### src/rtl/fp_dec_pkg.sv
// Shared types and defaults for the float-to-decimal conversion path.
package fp_dec_pkg;

    typedef enum logic [1:0] {
        IDLE = 2'd0,
        CONV = 2'd1,
        DONE = 2'd2
    } conv_state_t;

    localparam int WIDTH_DEF  = 24;
    localparam int DIGITS_DEF = 8;
    localparam int CNT_W      = $clog2(WIDTH_DEF);

endpackage

### src/rtl/bcd_add3.sv
// Double-dabble digit correction: any digit of 5 or more gets +3 before the shift.
module bcd_add3 (
    input  logic [3:0] d,
    output logic [3:0] q
);

    assign q = (d >= 4'd5) ? d + 4'd3 : d;

endmodule

### src/rtl/bcd_convert_seq.sv
// Iterative binary-to-BCD converter, one magnitude bit per clock, with
// valid/ready handshakes on both sides and one conversion in flight.
module bcd_convert_seq
    import fp_dec_pkg::*;
#(
    parameter int WIDTH  = WIDTH_DEF,
    parameter int DIGITS = DIGITS_DEF
) (
    input  logic                clk,
    input  logic                rst_n,
    input  logic [WIDTH:0]      in,
    input  logic                in_valid,
    output logic                in_ready,
    output logic [4*DIGITS-1:0] bcd,
    output logic                sign,
    output logic [3:0]          ndig,
    output logic                out_valid,
    input  logic                out_ready
);

    localparam int CW = (WIDTH > 1) ? $clog2(WIDTH) : 1;

    conv_state_t         state;
    logic [CW-1:0]       cnt;
    logic [WIDTH-1:0]    mag;
    logic [4*DIGITS-1:0] acc;
    logic [4*DIGITS-1:0] acc_fix;
    logic [4*DIGITS-1:0] acc_next;
    logic [WIDTH-1:0]    mag_next;
    logic [3:0]          ndig_next;

    for (genvar g = 0; g < DIGITS; g++) begin : g_fix
        bcd_add3 u_add3 (
            .d(acc[4*g +: 4]),
            .q(acc_fix[4*g +: 4])
        );
    end

    // The magnitude MSB shifts into the corrected BCD accumulator each step.
    assign {acc_next, mag_next} = {acc_fix, mag} << 1;

    // NOTE: every always_comb output gets a default first so no latch is inferred.
    always_comb begin
        ndig_next = 4'd1;
        for (int i = 1; i < DIGITS; i++) begin
            if (acc_next[4*i +: 4] != 4'd0) begin
                ndig_next = 4'(i + 1);
            end
        end
    end

    // NOTE: state registers use non-blocking assignments so all updates see pre-edge values.
    always_ff @(posedge clk or negedge rst_n) begin
        if (!rst_n) begin
            state     <= IDLE;
            in_ready  <= 1'b0;
            cnt       <= '0;
            mag       <= '0;
            acc       <= '0;
            bcd       <= '0;
            sign      <= 1'b0;
            ndig      <= 4'd1;
            out_valid <= 1'b0;
        end else begin
            case (state)
                IDLE: begin
                    // in_ready is registered, so it first rises one edge after reset release.
                    in_ready <= 1'b1;
                    if (in_valid && in_ready) begin
                        mag      <= in[WIDTH-1:0];
                        sign     <= in[WIDTH];
                        acc      <= '0;
                        cnt      <= CW'(WIDTH - 1);
                        in_ready <= 1'b0;
                        state    <= CONV;
                    end
                end
                CONV: begin
                    acc <= acc_next;
                    mag <= mag_next;
                    if (cnt == '0) begin
                        bcd       <= acc_next;
                        ndig      <= ndig_next;
                        out_valid <= 1'b1;
                        state     <= DONE;
                    end else begin
                        cnt <= cnt - 1'b1;
                    end
                end
                DONE: begin
                    if (out_ready) begin
                        out_valid <= 1'b0;
                        in_ready  <= 1'b1;
                        state     <= IDLE;
                    end
                end
                default: begin
                    state     <= IDLE;
                    in_ready  <= 1'b0;
                    out_valid <= 1'b0;
                end
            endcase
        end
    end

endmodule

### config.mk
export PLATFORM = sky130hd
export DESIGN_NAME = bcd_convert_seq
export DESIGN_NICKNAME = d
export VERILOG_FILES = /design/src/rtl/fp_dec_pkg.sv /design/src/rtl/bcd_add3.sv /design/src/rtl/bcd_convert_seq.sv
export SDC_FILE = /design/constraint.sdc
export NUM_CORES = 1
export LEC_CHECK = 0
export ABC_AREA = 0
export BUFFER_PORTS_ARGS = -buffer_cell sky130_fd_sc_hd__buf_4
export CORE_MARGIN = 2
export CORE_UTILIZATION = 55
export CTS_BUF_LIST = sky130_fd_sc_hd__clkbuf_16
export CTS_CLUSTER_DIAMETER = 150
export CTS_CLUSTER_SIZE = 28
export DETAILED_ROUTE_END_ITERATION = 8
export PLACE_DENSITY = 0.85
export RECOVER_POWER = 100
export SKIP_CTS_REPAIR_TIMING = 1
export SYNTH_ARGS = -nofsm -noshare
export SYNTH_HDL_FRONTEND = slang
export SYNTH_SLANG_ARGS = --single-unit
### constraint.sdc
create_clock -name clk -period 4.5 [get_ports clk]
set_input_delay 0.9 -clock clk [delete_from_list [all_inputs] [get_ports clk]]
set_output_delay 0.9 -clock clk [all_outputs]
set_load 0.03 [all_outputs]
==> impl_metrics.toml <==
[timing]
maxSlewViolCount = 118
timing.hold.ws_ns = 0.4727
relSlewSlack_pct = -35.65
rsz0062_at_grt = "false"
hold_violations = 0
worst_slack_ns = 1.357
skew_ns = 0.009293
max_freq_ghz = 0.3181
setup-violations-final = 0
fin_crit_sh_pct = 69.85
tns_ns = 0
period_needed_ns = 3.143
tightestPinTransition_ns = 2.035

[logic_synthesis]
syn_area_per_cell_um2 = 9.465
ys_seq_area_share_pct = 52.39
synth_warnings = 0
syn_inst = 515
synth_cell_type_count = 47
synth_area_um2 = 4875
synth_nets = 562
synth-main-ff-cell = "dfrtp_1"
synth-async-reset-ratio_pct = 100.0
synth-edff-count = 0
ys_ff_latch = 102

[outcome]
status = "finished, violations left"
failed_checks = "max-capacitance violations, max-slew violations"

[floorplan]
coreArea_um2 = 8678
start_util_pct = 56.17
rows = 34
chipHeight_um = 98.15
die_w_um = 98.15
ios = 68
die_area_um2 = 9632

[placed_design]
dp_hpwl_um = 7595
dpl_cell_area_um2 = 5456
place_ws_ns = 1.953
port_buffers = 67
place_congestion = 0.7829

[power_and_ir_drop]
power.leakage_nw = 2.595
power_frac_comb_pct = 47.5
p_clk_share_pct = 17.4
swShare_pct = 44.93
power.density_nw_per_um2 = 842.9
power.total_mw = 4.720
irDropWorstVdd_uv = 347.3
switching_power_mw = 2.121
power.share.sequential_pct = 35.1
intPower_mw = 2.600

[route]
dr.pass1.iters = 4
drc = 0
drt_iter0_markers = 181
wl_per_cell_um = 16.22
drtAntennaViolNets = 0
wl_um = 11130
vias = 3946
via_per_inst = 5.752

[setup_path]
worst-path-buf-inv = 2
cpLargestDelayFamily = "buffers and inverters"
endpoint_kind = "flip-flop"
arrival_ns = 3.39
path_class = "in2reg"
critPathMaxStageDelay_ns = 0.94
required_ns = 4.74
worstSetupStartpointType = "input port"
crit_chain = "clkbuf_4 -> a21oi_1 -> nor2_1 -> clkbuf_1 -> o31ai_1 -> a32o_1"
crit_path_max_fanout = 23
crit_slowest_cell = "nor2_1"

[cts]
worst_skew_pair.late_latency_ns = 0.36
cts.path.max_buffers = 2
cts-root-buf = "clkbuf_16"
clock_sinks = 102
clk_pin_slew_worst_paths_ns = 0.07
cts_tree = "built"
ctsHtreeMaxLevel = 3
cts_buffers = 9

[cells_and_area]
regArea_um2 = 2554
area_delta_synth_final_pct = 14.89
multi_input_area_um2 = 2140
antenna_cells = 0
nFillCells = 740
drive_gt1_share_pct = 9.170
stdcell_area_um2 = 5600
nNetsFinal = 620

[global_routing]
grt_pass1_wl_um = 19050
grt_pass1_vias = 4074
grt_usage_pct = 24.47
antenna_found_initial = 0
grt_overflow = 0
grt_max_degree = 84

[job]
drv_cap = 2

[worst_hold_path]
hp-class = "reg2reg"
state kept, by name, summed over array words and instances (netlist names), 2 cells and up:
name,flops
ndig,4
bcd,32
mag,24
cnt,5
state,2
acc,32
through the flow:
step	instances	utilization [%]
final	686	64.53
after global routing	686	64.53
after CTS	686	66.48
after detailed placement	670	62.87
after global placement	670	62.87
after floorplan	515	-
cell families (layout without fill, tap and decap cells):
logic type	count (synthesis)	in the layout	synth area share (%)
muxes	13	13	2.772
adders and majority gates	18	18	4.620
xor gates and xnor gates	11	11	1.976
and+or+nand+nor	203	203	19.15
AOI/OAI and AO/OA	122	122	15.50
buffers and inverters	46	109	3.594
DFF	102	102	52.39
cells in the final DEF, fill, tap and decap left out, drive strengths merged, types with 18 or more instances in the layout:
| cell type | Yosys | layout |
|---|---|---|
| a21oi | 21 | 21 |
| ha | 18 | 18 |
| dfrtp | 101 | 101 |
| clkbuf | 21 | 53 |
| buf | 4 | 28 |
| o21ai | 45 | 45 |
| o22ai | 33 | 33 |
| inv | 21 | 26 |
| nand2 | 91 | 91 |
| nor2 | 55 | 55 |
synth_stat cells (2+ instances only):
cell type | number | area [um^2]
dfrtp_1 | 101 | 2527
nand2_1 | 91 | 341.6
nor2_1 | 55 | 206.5
o21ai_0 | 44 | 220.2
o22ai_1 | 33 | 206.5
clkbuf_1 | 21 | 78.83
inv_1 | 21 | 78.83
a21oi_1 | 20 | 100.1
ha_1 | 18 | 225.2
mux2i_1 | 12 | 120.1
nor3_1 | 12 | 60.06
a22o_1 | 11 | 96.34
nand2b_1 | 10 | 62.56
nor3b_1 | 10 | 75.07
xnor2_1 | 10 | 87.58
nor2b_1 | 4 | 25.02
and2_1 | 3 | 18.77
nand3_1 | 3 | 15.01
a32o_1 | 2 | 20.02
and3_1 | 2 | 12.51
buf_1 | 2 | 7.510
buf_2 | 2 | 10.01
nor4_1 | 2 | 12.51
nor4b_2 | 2 | 30.03
o31ai_1 | 2 | 15.01
layout make-up:
type / count / share of cell area [%]
Inverter: 21 / 1.408
Multi-Input combinational cell: 367 / 38.20
Timing Repair Buffer: 72 / 6.792
Clock inverter: 7 / 1.564
Tap cell: 108 / 2.413
Sequential cell: 102 / 45.60
Clock buffer: 9 / 4.021
per-layer routing:
metal / up-vias / track usage [%] / wire, um
li1: 1891 / - / -
met5: - / 0 / 0
met3: 12 / 6.442 / 592
met2: 92 / 42.47 / 5671
met1: 1951 / 30.50 / 4759
met4: 0 / 6.639 / 106
power by group through the flow:
stage,Combinational [mW],Clock [mW],Sequential [mW]
after floorplan,1.46,0,1.86
after global placement,2.22,0,1.64
after detailed placement,2.35,0,1.67
after CTS,2.37,0.831,1.66
after global routing,2.51,0.862,1.72
final,2.24,0.820,1.66
worst reg2reg max path, delay by kind of cell (launching register included):
family        cells  cell delay (ns)
simple gates      6             2.40
flops             1             0.41
fa+ha+maj         1             0.15
buf+inv           1             0.09
path summary, 6_finish.rpt:
| check | from | to | slack, ns | cells after the start |
|---|---|---|---|---|
| setup reg to reg | cnt[0] | ndig[0] | 1.37 | 8 |
| hold / removal | bcd[6] | bcd[6] | 0.47 | 2 |
| hold reg to reg | bcd[6] | bcd[6] | 0.47 | 2 |
| min in group asynchronous | rst_n | bcd[11] | 1.12 | 1 |
| max in group asynchronous | rst_n | acc[20] | 1.50 | 2 |
| setup / recovery | in_valid | acc[23] | 1.36 | 6 |
Note: power is estimated with default switching activity, not from simulation.
